--- config.mk ---
export PLATFORM = sky130hd
export DESIGN_NAME = sysid_check_master
export DESIGN_NICKNAME = d
export VERILOG_FILES = /design/src/rtl/sysid_check_master.sv
export SDC_FILE = /design/constraint.sdc
export NUM_CORES = 1
export LEC_CHECK = 0
export CORE_MARGIN = 5
export CORE_UTILIZATION = 49
export DETAILED_ROUTE_END_ITERATION = 10
export PLACE_DENSITY_LB_ADDON = 0.1
export SLEW_MARGIN = 20
export SYNTH_ARGS = -nofsm -noshare
export SYNTH_HDL_FRONTEND = slang
export SYNTH_SLANG_ARGS = --single-unit
--- constraint.sdc ---
create_clock -name clock_i -period 3.4 [get_ports clock_i]
set_input_delay 0.68 -clock clock_i [delete_from_list [all_inputs] [get_ports clock_i]]
set_output_delay 0.68 -clock clock_i [all_outputs]
set_load 0.01 [all_outputs]
--- src/rtl/sysid_check_master.sv ---
// Avalon-MM read master that fetches the system-ID words and checks them against build-time values.
// Define SYSID_CHECK_TS_EN to also read and compare the timestamp word (address 1).
module sysid_check_master #(
  parameter logic [31:0] EXPECTED_ID    = 32'h0000_0000,
  parameter logic [31:0] EXPECTED_TS    = 32'h5DE8_CFBD,
  parameter int unsigned TIMEOUT_CYCLES = 255,
  parameter int unsigned MAX_RETRIES    = 3
) (
  input  logic        clock_i,
  input  logic        reset_i,
  input  logic        start_i,
  output logic        avm_address_o,
  output logic        avm_read_o,
  input  logic        avm_waitrequest_i,
  input  logic [31:0] avm_readdata_i,
  output logic        busy_o,
  output logic        done_o,
  output logic        pass_o,
  output logic        id_ok_o,
  output logic        ts_ok_o,
  output logic        timeout_err_o,
  output logic [31:0] captured_id_o,
  output logic [31:0] captured_ts_o
);

`ifdef SYSID_CHECK_TS_EN
  localparam bit TS_EN = 1'b1;
`else
  localparam bit TS_EN = 1'b0;
`endif

  localparam logic [15:0] WAIT_LAST = 16'(TIMEOUT_CYCLES - 1);
  localparam logic [3:0]  RETRY_MAX = 4'(MAX_RETRIES);

  typedef enum logic [2:0] {S_IDLE, S_RD_ID, S_RD_TS, S_GAP, S_CHECK} state_t;

  state_t      state_q, state_d, ret_q, ret_d;
  logic [15:0] wait_q, wait_d;
  logic [3:0]  retry_q, retry_d;
  logic        got_id_q, got_id_d, got_ts_q, got_ts_d;
  logic [31:0] cap_id_q, cap_id_d, cap_ts_q, cap_ts_d;
  logic        id_ok_q, id_ok_d, ts_ok_q, ts_ok_d;
  logic        pass_q, pass_d, terr_q, terr_d, done_q, done_d;
  logic        rd_d, addr_d;

  always_comb begin
    state_d  = state_q;
    ret_d    = ret_q;
    wait_d   = wait_q;
    retry_d  = retry_q;
    got_id_d = got_id_q;
    got_ts_d = got_ts_q;
    cap_id_d = cap_id_q;
    cap_ts_d = cap_ts_q;
    id_ok_d  = id_ok_q;
    ts_ok_d  = ts_ok_q;
    pass_d   = pass_q;
    terr_d   = terr_q;
    done_d   = 1'b0;
    rd_d     = 1'b0;
    addr_d   = 1'b0;
    case (state_q)
      S_IDLE: begin
        if (start_i) begin
          state_d  = S_RD_ID;
          wait_d   = '0;
          retry_d  = '0;
          got_id_d = 1'b0;
          got_ts_d = 1'b0;
          cap_id_d = '0;
          cap_ts_d = '0;
          id_ok_d  = 1'b0;
          ts_ok_d  = 1'b0;
          pass_d   = 1'b0;
          terr_d   = 1'b0;
        end
      end
      S_RD_ID, S_RD_TS: begin
        rd_d   = 1'b1;
        addr_d = (state_q == S_RD_TS);
        if (!avm_waitrequest_i) begin
          wait_d  = '0;
          retry_d = '0;
          state_d = S_GAP;
          if (state_q == S_RD_ID) begin
            cap_id_d = avm_readdata_i;
            got_id_d = 1'b1;
            ret_d    = TS_EN ? S_RD_TS : S_CHECK;
          end else begin
            cap_ts_d = TS_EN ? avm_readdata_i : 32'h0;
            got_ts_d = TS_EN;
            ret_d    = S_CHECK;
          end
        end else if (wait_q == WAIT_LAST) begin
          // Attempt expired: either give up on the whole sequence or drop read for one cycle and retry.
          wait_d = '0;
          if (retry_q == RETRY_MAX) begin
            terr_d  = 1'b1;
            state_d = S_CHECK;
          end else begin
            retry_d = retry_q + 4'd1;
            ret_d   = state_q;
            state_d = S_GAP;
          end
        end else begin
          wait_d = wait_q + 16'd1;
        end
      end
      S_GAP: state_d = ret_q;
      S_CHECK: begin
        id_ok_d = got_id_q && (cap_id_q == EXPECTED_ID);
        ts_ok_d = TS_EN ? (got_ts_q && (cap_ts_q == EXPECTED_TS)) : 1'b1;
        pass_d  = id_ok_d && ts_ok_d && !terr_q;
        done_d  = 1'b1;
        state_d = S_IDLE;
      end
      default: state_d = S_IDLE;
    endcase
  end

  always_ff @(posedge clock_i) begin
    if (reset_i) begin
      state_q  <= S_IDLE;
      ret_q    <= S_IDLE;
      wait_q   <= '0;
      retry_q  <= '0;
      got_id_q <= 1'b0;
      got_ts_q <= 1'b0;
      cap_id_q <= '0;
      cap_ts_q <= '0;
      id_ok_q  <= 1'b0;
      ts_ok_q  <= 1'b0;
      pass_q   <= 1'b0;
      terr_q   <= 1'b0;
      done_q   <= 1'b0;
    end else begin
      state_q  <= state_d;
      ret_q    <= ret_d;
      wait_q   <= wait_d;
      retry_q  <= retry_d;
      got_id_q <= got_id_d;
      got_ts_q <= got_ts_d;
      cap_id_q <= cap_id_d;
      cap_ts_q <= cap_ts_d;
      id_ok_q  <= id_ok_d;
      ts_ok_q  <= ts_ok_d;
      pass_q   <= pass_d;
      terr_q   <= terr_d;
      done_q   <= done_d;
    end
  end

  assign avm_read_o    = rd_d;
  assign avm_address_o = addr_d;
  assign busy_o        = (state_q != S_IDLE);
  assign done_o        = done_q;
  assign pass_o        = pass_q;
  assign id_ok_o       = id_ok_q;
  assign ts_ok_o       = ts_ok_q;
  assign timeout_err_o = terr_q;
  assign captured_id_o = cap_id_q;
  assign captured_ts_o = cap_ts_q;

endmodule

# Yosys cells after proc, flatten, opt, wreduce, memory -nomap -nowiden
# Index checks and enable logic that the tools add are counted.
# W data, S select, Z words.
# word_totals
wordCells	86
inputBits	36
ff_bits	96
output_inout_bits	72
# op_classes
n_eq_ne	17
reduce_logical	17
muxes	38
addsub	2
# op_table
operator	count
$mux W32	5
$pmux W32 S2	2
$mux W16	3
$logic_not A32 Y1	1
$pmux W16 S2	1
$mux W3	7
$add A16 B1 Y16 const B	1
$eq A16 B8 Y1 const B	1
$mux W4	4
$ne A2 B2 Y1 const B	8
$reduce_and A4 Y1	3
$pmux W1 S2	5
$mux W1	9
$pmux W3 S3	1
$pmux W4 S2	1
$eq A3 B2 Y1 const B	2
$ne A3 B3 Y1 const B	2
$reduce_and A2 Y1	3
$reduce_and A5 Y1	1
$add A4 B1 Y4 const B	1
$eq A4 B2 Y1 const B	1
$reduce_bool A2 Y1	2
$eq A3 B1 Y1 const B	1
$eq A3 B3 Y1 const B	1
7 further kinds	8

# Logic depth before layout (Yosys ltp)
# Gate-level depths: netlist (run 1).
# logic_depth
depth_word	5
mapped_depth	8
ltp_nobuf	6

# Worst setup path after synthesis (run 1)
# OpenSTA, ideal clock, no wires.
# synth_timing
kind	input to register
from	input port start_i
to	register wait_q[7]
setup_time_ns	0.080
path_stages	6
t_required_ns	3.320
arrival_ns	1.774
setup_slack_ns	1.546
path_cell_list	or3_1 buf_4 nand3_2 buf_6 or4_1 a211oi_2
# synth_via
elab_chain_len	2
# synth_rtl
element	line_no	rtl
start, declared	11	input logic start_i,
$ne A2 B2 Y1 (no source line)	n/a	
$reduce_and A2 Y1 (no source line)	n/a	
end signal, assigned	139	wait_q <= wait_d;
end, declared	38	logic [15:0] wait_q, wait_d;
# No other way between the ends.
# A chain may end at the register's enable or synchronous reset.

# Worst setup path in the final report (run 1)
# layout_timing
from	register state_q[1]
to	output port avm_read_o
# layout_via
elab_chain_len	3
elab_cells_between_ends	4
classes_between	2 x eq/ne; 1 x mux; 1 x reduce/logical
# layout_rtl
element	line_no	rtl
start, declared	37	state_t state_q, state_d, ret_q, ret_d;
start signal, assigned	137	state_q <= state_d;
$eq A3 B2 Y1 or $eq A3 B1 Y1 (tied branches)	62	case (state_q)
$reduce_or A2 Y1 (*)	62	
$mux W1 (*)	62	
end, declared	13	output logic avm_read_o,
# Mark *: on every way between the ends. The rest lies on a longest branch, timed or not.

==> results of run 1 <==
flip-flops by register name, summed over array words and instances, names as in the netlist:
register / flops
state_q: 3
id_ok_o: 1
pass_o: 1
retry_q: 4
ts_ok_o: 1
ret_q: 3
captured_id_o: 32
wait_q: 16
timeout_err_o: 1
got_id_q: 1
done_o: 1
synth_stat cells (all sizes together) (2+ instances only):
master	number	area, um2
nor4	10	68.8
inv	9	33.8
or4	4	30.0
xnor2	3	26.3
nand2	20	75.1
o21ai	5	25.0
ha	3	37.5
o221a	2	22.5
nor2	42	158
nand3	11	60.1
a21oi	11	58.8
nor4b	2	17.5
clkbuf	13	48.8
and4	5	43.8
nand4	9	56.3
o41ai	2	17.5
o31ai	5	37.5
dfxtp	64	1280
o31a	2	17.5
a22oi	34	255
o32ai	6	52.6
nor2b	2	12.5
nor3	7	35.0
or3	6	37.5
nor4bb	2	20.0
and3	4	25.0
buf	42	302
a211oi	10	80.1
through the flow:
| step | setup WS, ns | instances | cell area [um2] | power, W |
|---|---|---|---|---|
| after floorplan | 1.55 | 386 | 3220 | 0.00137 |
| after global placement | 0.841 | 489 | 3770 | 0.00163 |
| after detailed placement | 0.788 | 489 | 3770 | 0.00163 |
| after CTS | 0.753 | 505 | 3960 | 0.00226 |
| after global routing | 0.624 | 505 | 3960 | 0.00238 |
| final | 0.764 | 505 | 3960 | 0.00224 |
logic make-up (layout without fill, tap and decap cells):
group | count (synthesis) | count (layout)
adders and majority gates | 3 | 3
DFF | 64 | 64
other | 1 | 32
xor gates and xnor gates | 3 | 3
AOI/OAI and AO/OA | 85 | 85
muxes | 2 | 2
buffers and inverters | 65 | 107
and+or+nand+nor | 132 | 132
layout by cell type (no fill, tap or decap), types with 2 or more instances in the layout:
master           netlist  final
a21oi_1               10     10
nand4_1                9      9
nor4bb_1               2      2
nor4b_1                2      2
a22oi_1               34     34
or4_1                  4      4
and4_1                 5      5
nand2_1               20     20
o21ai_0                4      4
dfxtp_1               64     64
o221a_2                2      2
conb_1                 1     32
xnor2_1                3      3
nor3_1                 7      7
clkinv_2               0      5
nor4_1                 9      9
o31a_1                 2      2
nor2_1                42     42
or3_1                  6      6
o31ai_1                5      5
and3_1                 4      4
o41ai_1                2      2
ha_1                   3      3
inv_1                  9      9
a211oi_1               9      9
o32ai_1                6      6
buf_4                 34      6
clkdlybuf4s50_1        0     74
nor2b_1                2      2
nand3_1               10     10
clkbuf_8               0      9
worst min-delay path, stage by stage, from the launching register on:
cell     delay, ns
dfxtp_1       0.32
nand2_1       0.05
a21oi_1       0.05
final timing paths:
kind,depth (start not counted),to,from
worst min register to register,2,id_ok_o,id_ok_o
worst max register to register,6,retry_q[1],wait_q[0]
worst min-delay path,2,id_ok_o,id_ok_o
worst max-delay path,3,avm_read_o,state_q[1]
layer usage:
| layer | share of wire (%) | global-route usage, % |
|---|---|---|
| met5 | 0 | 0 |
| met4 | 1.2 | 7.44 |
| met3 | 7.9 | 5.75 |
| met2 | 46 | 29.9 |
| met1 | 44 | 25.1 |
area by class of cell:
class	count	area (um2)	area share [%]
Clock buffer	9	124	3.13
Clock inverter	7	62.6	1.58
Inverter	10	37.5	0.949
Multi-Input combinational cell	257	1560	39.5
Sequential cell	64	1280	32.4
Tap cell	77	96.3	2.44
Timing Repair Buffer	81	791	20.0
power by group through the flow:
| stage | registers (W) | logic, W | clock network, W |
|---|---|---|---|
| 3_5_place_dp | 0.000914 | 0.000718 | 0 |
| 3_3_place_gp | 0.000912 | 0.000717 | 0 |
| 6_report | 0.000899 | 0.000718 | 0.000626 |
| 4_1_cts | 0.000898 | 0.000724 | 0.000637 |
| 2_1_floorplan | 0.000897 | 0.000476 | 0 |
| 5_1_grt | 0.000911 | 0.000789 | 0.000682 |
==> qor.csv, run 1 <==
stage,metric,value,unit
outcome,status,completed,
clocking,postCtsResizedCells,0,
yosys,synth_compound_area_share,20.7,%
yosys,syn_area,3100,um2
yosys,synth_top_family_by_area,simple AND/OR/NAND/NOR gates,
cells_and_area,area_delta_synth_final,27.5,%
clocking,clock_latency,0.34,ns
grt,antenna_found_initial,0,
clocking,clock_path_buffers,2,
sta,slew_headroom,41.4,%
floorplanning,initial_utilization,49.7,%
routing,drc,0,
clocking,holdBufCountCts,0,
power,p_clk_share,27.9,%
yosys,synthFlopType,dfxtp_1,
grt,grt_pass1_vias,2622,
sta,finalCritPeriodShare,77.5,%
setup_path,worst_path_largest_cell_delay,0.63,ns
clocking,clock-sinks,64,
power,sequentialPowerShare,40.1,%
routing,vias_per_cell,5.48,
power,switching_share,34.9,%
yosys,synth_xor_area_share,0.847,%
hold_path,worstHoldPathType,reg -> reg,
floorplanning,num_rows,29,
cells_and_area,final_net_count,462,
sta,period_needed,2.64,ns
setup_path,cp_num_buf_inv,1,
routing,drtIter0Drc,146,
routing,via_count,2766,
sta,max_freq,379,MHz
routing,wl,7.61,mm
routing,ant_nets,0,
power,ir_drop,323,uV
sta,finalClockSkew,0.00640,ns
yosys,avgSynthCellArea,8.74,um2
yosys,synth_seq_cells,64,
setup_path,crit_path_start_kind,flip-flop,
grt,overflow,0,
routing,dr.pass1.iters,4,
clocking,cts_tree,built,
placed_design,port_buffers,75,
flow_run,drv_cap,0,
yosys,synthArstFlopShare,0,%
setup_path,end_kind,output pin,
yosys,muxShareOfSynthArea,0.685,%
setup_path,cp_data_required_time,2.72,ns
setup_path,cp_top_family,flip-flops,
sta,hold_viol_final,0,
routing,wire_per_inst,15.1,um
setup_path,arrival,1.96,ns
cells_and_area,post-route-util,63.4,%
floorplanning,coreArea,6240,um2
yosys,ys_types,55,
power,p_int,0.00146,W
clocking,post-cts-setup-buffers,0,
floorplanning,die_w,89.6,um
yosys,synthAdderAreaFrac,1.21,%
floorplanning,die_h,89.6,um
power,power_switching,0.000782,W
setup_path,crit_path_cell_trace,"xnor2_1, nor2_1, clkdlybuf4s50_1",
setup_path,critPathSlowestCell,dfxtp_1,
yosys,synth_simple_gate_area_share,22.7,%
setup_path,crit_type,reg -> out,
sta,slew_viol_final,0,
clocking,cts-root-buf,clkbuf_8,
setup_path,crit_fanout,13,
sta,holdWs,0.465,ns
grt,grt_pass1_wl,12.2,mm
clocking,numCtsBuffers,9,
setup_path,worst-r2r-setup-slack,1.09,ns
floorplanning,dieArea,8020,um2
placed_design,place_congestion,0.813,
cells_and_area,antenna_cells,0,
floorplanning,ios,108,
yosys,yosysWarnings,0,
sta,finalSetupViolCount,0,
power,p_comb_share,32.0,%
yosys,synth_cells,355,
cells_and_area,drive_gt1_share,7.71,%
sta,rsz0062_at_grt,no,
power,cellLeakagePower,1.43,nW
power,powerDensity,567,nW/um2
grt,grt_max_degree,36,
grt,grtUsageTotal,19.2,%
cells_and_area,final.fill_count,572,
yosys,synth_seq_area_share,41.3,%
clocking,clkSlewWorstSetupHoldPaths,0.07,ns
sta,tightest_slew,0.873,ns
clocking,h-tree-depth,3,
sta,tns,0,ns
placed_design,dp.final_hpwl,5.37,mm
yosys,synth_edf_count,0,
(Power assumes the default switching activity.)
==> inputs of run 2 (changes only) <==
--- a/config.mk
+++ b/config.mk
@@ -6,7 +6,7 @@
 export NUM_CORES = 1
 export LEC_CHECK = 0
 export CORE_MARGIN = 5
-export CORE_UTILIZATION = 49
+export CORE_UTILIZATION = 41
 export DETAILED_ROUTE_END_ITERATION = 10
 export PLACE_DENSITY_LB_ADDON = 0.1
 export SLEW_MARGIN = 20
==> constraint.sdc (replaced) <==
create_clock -name clock_i -period 2.1 [get_ports clock_i]
set_input_delay 0.42 -clock clock_i [delete_from_list [all_inputs] [get_ports clock_i]]
set_output_delay 0.42 -clock clock_i [all_outputs]
set_load 0.01 [all_outputs]
==> qor.csv, run 2 (synthesis gave the netlist of run 1 again) <==
stage,metric,value,unit,change
grt,antenna_found_initial,0,,unchanged
power,sequentialPowerShare,38.4,%,was 40.1%
routing,wire_per_inst,15.1,um,about the same
clocking,numCtsBuffers,9,,unchanged
clocking,clkSlewWorstSetupHoldPaths,0.07,ns,about the same
routing,dr.pass1.iters,4,,unchanged
routing,vias_per_cell,5.35,,was 5.48
setup_path,end_kind,output pin,,unchanged
power,p_comb_share,37.0,%,was 32.0%
sta,max_freq,498,MHz,
routing,drtIter0Drc,113,,was 146
sta,rsz0062_at_grt,no,,unchanged
sta,finalClockSkew,0.0108,ns,was 0.00640 ns
sta,hold_viol_final,0,,unchanged
power,powerDensity,890,nW/um2,was 567 nW/um2
setup_path,critical_path.startpoint,state_q[1],,unchanged
power,power_switching,0.00135,W,was 0.000782 W
grt,grt_pass1_wl,14.0,mm,was 12.2 mm
floorplanning,num_rows,31,,was 29
clocking,clock_path_buffers,2,,unchanged
hold_path,hp-start,id_ok_o,,unchanged
routing,wl,8.31,mm,was 7.61 mm
power,p_int,0.00241,W,was 0.00146 W
flow_run,drv_cap,0,,unchanged
cells_and_area,mostFrequentLayoutCell,clkdlybuf4s50_1,,unchanged
clocking,cts_tree,built,,unchanged
routing,via_count,2951,,was 2766
power,switching_share,35.8,%,was 34.9%
setup_path,crit_fanout,10,,was 13
cells_and_area,drive_gt1_share,14.6,%,was 7.71%
setup_path,crit_type,reg -> out,,unchanged
sta,tightest_slew,0.582,ns,was 0.873 ns
cells_and_area,area_delta_synth_final,36.0,%,was 27.5%
cells_and_area,final_net_count,488,,was 462
routing,ant_nets,0,,unchanged
sta,slew_headroom,61.2,%,was 41.4%
floorplanning,initial_utilization,42.6,%,was 49.7%
placed_design,place_congestion,0.868,,was 0.813
power,cellLeakagePower,1.57,nW,was 1.43 nW
setup_path,arrival,1.59,ns,was 1.96 ns
sta,holdWs,0.459,ns,was 0.465 ns
setup_path,crit_path_start_kind,flip-flop,,unchanged
cells_and_area,largest_reg_flops,32,,unchanged
grt,overflow,0,,unchanged
clocking,h-tree-depth,3,,unchanged
floorplanning,die_w,97.0,um,was 89.6 um
setup_path,reg2reg_from,wait_q[0],,unchanged
floorplanning,die_h,97.0,um,was 89.6 um
grt,grtUsageTotal,17.8,%,was 19.2%
clocking,post-cts-setup-buffers,0,,unchanged
sta,finalCritPeriodShare,95.6,%,
sta,slew_viol_final,0,,unchanged
sta,period_needed,2.01,ns,
outcome,status,completed,,unchanged
placed_design,dp.final_hpwl,6.08,mm,was 5.37 mm
cells_and_area,antenna_cells,0,,unchanged
cells_and_area,layout_common_cells,"73 x clkdlybuf4s50_1, 61 x dfxtp_1, 41 x nor2_1",,"was 74 x clkdlybuf4s50_1, 64 x dfxtp_1, 42 x nor2_1"
grt,grt_pass1_vias,2804,,was 2622
sta,finalSetupViolCount,0,,unchanged
placed_design,port_buffers,75,,unchanged
cells_and_area,post-route-util,57.9,%,was 63.4%
floorplanning,dieArea,9410,um2,was 8020 um2
power,p_total,0.00376,W,was 0.00224 W
routing,drc,0,,unchanged
floorplanning,coreArea,7290,um2,was 6240 um2
floorplanning,ios,108,,unchanged
power,p_clk_share,24.6,%,was 27.9%
hold_path,worstHoldPathType,reg -> reg,,unchanged
setup_path,cp_data_required_time,1.68,ns,was 2.72 ns
power,ir_drop,488,uV,was 323 uV
clocking,clock_latency,0.34,ns,about the same
grt,grt_max_degree,34,,was 36
clocking,clock-sinks,64,,unchanged
clocking,holdBufCountCts,0,,unchanged
clocking,cts-root-buf,clkbuf_8,,unchanged
## run 2: cell type report
type | instances | area [um2]
clock inverter | 6 | 47.5
multi-input combinational | 257 | 1590
timing repair buffer | 107 | 1010
clock buffer | 9 | 124
sequential | 64 | 1290
inverter | 10 | 37.5
tap | 99 | 124
fill | 696 | 3070
## run 2: worst max-delay path: stages (launching register included)
cell and delay [ns]:
dfxtp_4 0.39, xnor2_2 0.18, nor2_2 0.13, clkdlybuf4s50_1 0.55
## run 2: repair_timing
action | CTS | global route
setup endpoints to repair | 13 | 7
gates resized for setup | 5 | 5
pin swaps | 0 | 0
endpoints found under the hold margin | 0 | 0
## run 2: path summary, 6_finish.rpt
path                            slack (ns)  cells past startpoint          to
worst max register to register        0.20                      8  retry_q[1]
worst min register to register        0.46                      2     id_ok_o
worst max-delay path                  0.09                      3  avm_read_o
worst min-delay path                  0.46                      2     id_ok_o
## run 2: layer usage
layer | track usage [%] | vias up | routed length, um | share of wire [%]
li1 | - | 1449 | - | -
met4 | 5.18 | 0 | 87 | 1.0
met5 | 0 | - | 0 | 0
met2 | 27.3 | 94 | 3840 | 46
met3 | 8.63 | 7 | 736 | 8.9
met1 | 22.2 | 1401 | 3650 | 44
## run 2: stage by stage
stage	worst slack (ns)	cell area, um2	setup TNS (ns)	instances
floorplan	0.428	3220	0	386
detailed placement	-0.201	4020	-1.97	537
CTS	0.00126	4200	0	552
global route	0.0203	4220	0	552
global placement	-0.131	4020	-1.37	537
finish	0.0915	4220	0	552
## run 2: power by group through the flow
stage,registers (W),clock network (W),logic [W]
5_1_grt,0.00146,0.00100,0.00152
2_1_floorplan,0.00145,0,0.000771
3_5_place_dp,0.00146,0,0.00137
6_report,0.00144,0.000924,0.00139
3_3_place_gp,0.00145,0,0.00136
4_1_cts,0.00144,0.000954,0.00138
==> inputs of run 3 (changes only) <==
--- a/config.mk
+++ b/config.mk
@@ -5,7 +5,7 @@
 export SDC_FILE = /design/constraint.sdc
 export NUM_CORES = 1
 export LEC_CHECK = 0
-export CORE_MARGIN = 5
+export CORE_MARGIN = 2
 export CORE_UTILIZATION = 41
 export DETAILED_ROUTE_END_ITERATION = 10
 export PLACE_DENSITY_LB_ADDON = 0.1
==> qor.csv, run 3 (synthesis gave the netlist of run 1 again) <==
stage,metric,value,unit,change
outcome,status,completed,,unchanged
routing,vias_per_cell,5.28,,was 5.35
hold_path,hold_end,state_q[0],,was id_ok_o
placed_design,place_congestion,0.842,,was 0.868
placed_design,placed_cell_area,3990,um2,was 4020 um2
sta,rsz0062_at_grt,no,,unchanged
grt,overflow,0,,unchanged
setup_path,crit_fanout,10,,unchanged
clocking,numCtsBuffers,9,,unchanged
clocking,clock-sinks,64,,unchanged
setup_path,r2r_end,retry_q[1],,unchanged
setup_path,cp_data_required_time,1.68,ns,about the same
sta,max_freq,506,MHz,was 498 MHz
grt,grt_pass1_wl,13.2,mm,was 14.0 mm
floorplanning,ios,108,,unchanged
cells_and_area,final_net_count,483,,was 488
setup_path,end_kind,output pin,,unchanged
setup_path,worst-r2r-setup-slack,0.17,ns,was 0.20 ns
cells_and_area,design_area,4250,um2,was 4220 um2
setup_path,reg2reg_from,wait_q[1],,was wait_q[0]
grt,grt_pass1_vias,2749,,was 2804
clocking,h-tree-depth,3,,unchanged
clocking,clock_path_buffers,2,,unchanged
sta,finalClockSkew,0.00644,ns,was 0.0108 ns
setup_path,critPathSlowestCell,clkdlybuf4s50_1,,unchanged
power,p_total,0.00401,W,was 0.00376 W
sta,slew_headroom,61.9,%,was 61.2%
clocking,clkSlewWorstSetupHoldPaths,0.07,ns,about the same
cells_and_area,layout_common_cells,"72 x clkdlybuf4s50_1, 60 x dfxtp_1, 42 x nor2_1",,"was 73 x clkdlybuf4s50_1, 61 x dfxtp_1, 41 x nor2_1"
clocking,cts_tree,built,,unchanged
cells_and_area,drive_gt1_share,13.8,%,was 14.6%
sta,slew_viol_final,0,,unchanged
floorplanning,coreArea,7290,um2,unchanged
routing,wl,7.94,mm,was 8.31 mm
sta,finalCritPeriodShare,94.2,%,was 95.6%
setup_path,crit_path_cell_trace,"nor3_2, inv_1, clkdlybuf4s50_1",,"was xnor2_2, nor2_2, clkdlybuf4s50_1"
clocking,holdBufCountCts,0,,unchanged
setup_path,ff2ff_path_depth,7,,was 8
hold_path,hp-start,reset_i,,was id_ok_o
placed_design,place_inst,532,,was 537
routing,dr.pass1.iters,4,,unchanged
routing,ant_nets,0,,unchanged
sta,tightest_slew,0.571,ns,was 0.582 ns
hold_path,worstHoldPathType,in -> reg,,was reg -> reg
clocking,clock_latency,0.34,ns,about the same
setup_path,arrival,1.56,ns,was 1.59 ns
cells_and_area,mostFrequentLayoutCell,clkdlybuf4s50_1,,unchanged
placed_design,dp.final_hpwl,5.50,mm,was 6.08 mm
floorplanning,dieArea,8280,um2,was 9410 um2
routing,via_count,2895,,was 2951
sta,hold_viol_final,0,,unchanged
cells_and_area,largest_reg_flops,32,,unchanged
cells_and_area,area_delta_synth_final,37.0,%,was 36.0%
routing,wire_per_inst,14.5,um,was 15.1 um
routing,drtIter0Drc,160,,was 113
power,ir_drop,456,uV,was 488 uV
setup_path,crit_path_start_kind,flip-flop,,unchanged
sta,holdWs,0.452,ns,was 0.459 ns
floorplanning,die_w,91.0,um,was 97.0 um
cells_and_area,layout.cells.non_filler,548,,was 552
placed_design,port_buffers,75,,unchanged
sta,period_needed,1.98,ns,was 2.01 ns
cells_and_area,antenna_cells,0,,unchanged
sta,finalSetupViolCount,0,,unchanged
floorplanning,num_rows,31,,unchanged
flow_run,drv_cap,0,,unchanged
routing,drc,0,,unchanged
setup_path,worst_path_largest_cell_delay,0.48,ns,was 0.55 ns
setup_path,crit_type,reg -> out,,unchanged
grt,antenna_found_initial,0,,unchanged
hold_path,whs_path_depth,2,,unchanged
floorplanning,die_h,91.0,um,was 97.0 um
grt,grtUsageTotal,19.5,%,was 17.8%
power,powerDensity,943,nW/um2,was 890 nW/um2
floorplanning,initial_utilization,42.6,%,unchanged
clocking,cts-root-buf,clkbuf_8,,unchanged
grt,grt_max_degree,51,,was 34
sta,fin_ws,0.122,ns,was 0.0915 ns
placed_design,place_ws,-0.110,ns,was -0.201 ns
power,cellLeakagePower,1.58,nW,was 1.57 nW
-- run 3: power breakdown --
| group | internal (W) | total (W) | switching, W | leakage (nW) |
|---|---|---|---|---|
| logic | 0.000633 | 0.00135 | 0.000720 | 0.954 |
| clock network | 0.000704 | 0.00121 | 0.000501 | 0.105 |
| registers | 0.00133 | 0.00145 | 0.000120 | 0.520 |
| total | 0.00267 | 0.00401 | 0.00134 | 1.58 |
-- run 3: per-stage QoR --
stage / setup TNS, ns / util [%]
after floorplan: 0 / -
after global placement: -0.692 / 54.7
after detailed placement: -1.11 / 54.7
after CTS: 0 / 58.1
after global routing: 0 / 58.3
final: 0 / 58.3
-- run 3: layer usage --
metal | up-vias | GRT usage (%) | share of wire (%)
met4 | 0 | 6.06 | 1.1
met2 | 99 | 30.6 | 46
met3 | 8 | 6.97 | 8.1
met5 | - | 0 | 0
li1 | 1440 | - | -
met1 | 1348 | 25.2 | 45
-- run 3: how the worst max path moves through the flow --
stage	to	from	slack, ns
6_report	busy_o	state_q[1]	0.12
5_1_grt	busy_o	state_q[1]	0.02
4_1_cts	wait_q[12]	wait_q[1]	0.003
3_5_place_dp	wait_q[12]	start_i	-0.11
3_3_place_gp	wait_q[6]	start_i	-0.07
2_1_floorplan	wait_q[13]	wait_q[0]	0.43
-- run 3: worst max-delay path, delay by kind of cell, from the launching register on --
family / cells / cell delay (ns)
buf+inv: 2 / 0.55
flops: 1 / 0.40
simple gates: 1 / 0.28
-- run 3: final cells by class --
| class | instances | area, um2 |
|---|---|---|
| well taps | 99 | 124 |
| multi-input cells | 257 | 1590 |
| flip-flops and latches | 64 | 1290 |
| clock inverters | 6 | 91.3 |
| inverters | 10 | 37.5 |
| fillers | 682 | 3040 |
| clock buffers | 10 | 138 |
| repair buffers | 102 | 987 |
-- run 3: what timing repair did --
item                       in CTS  in global routing
cloned                          0                  0
hold endpoints to repair        0                  0
resized for setup               7                  4
setup buffers                   0                  0
setup endpoints to repair       3                 14
pin swaps                       0                  0
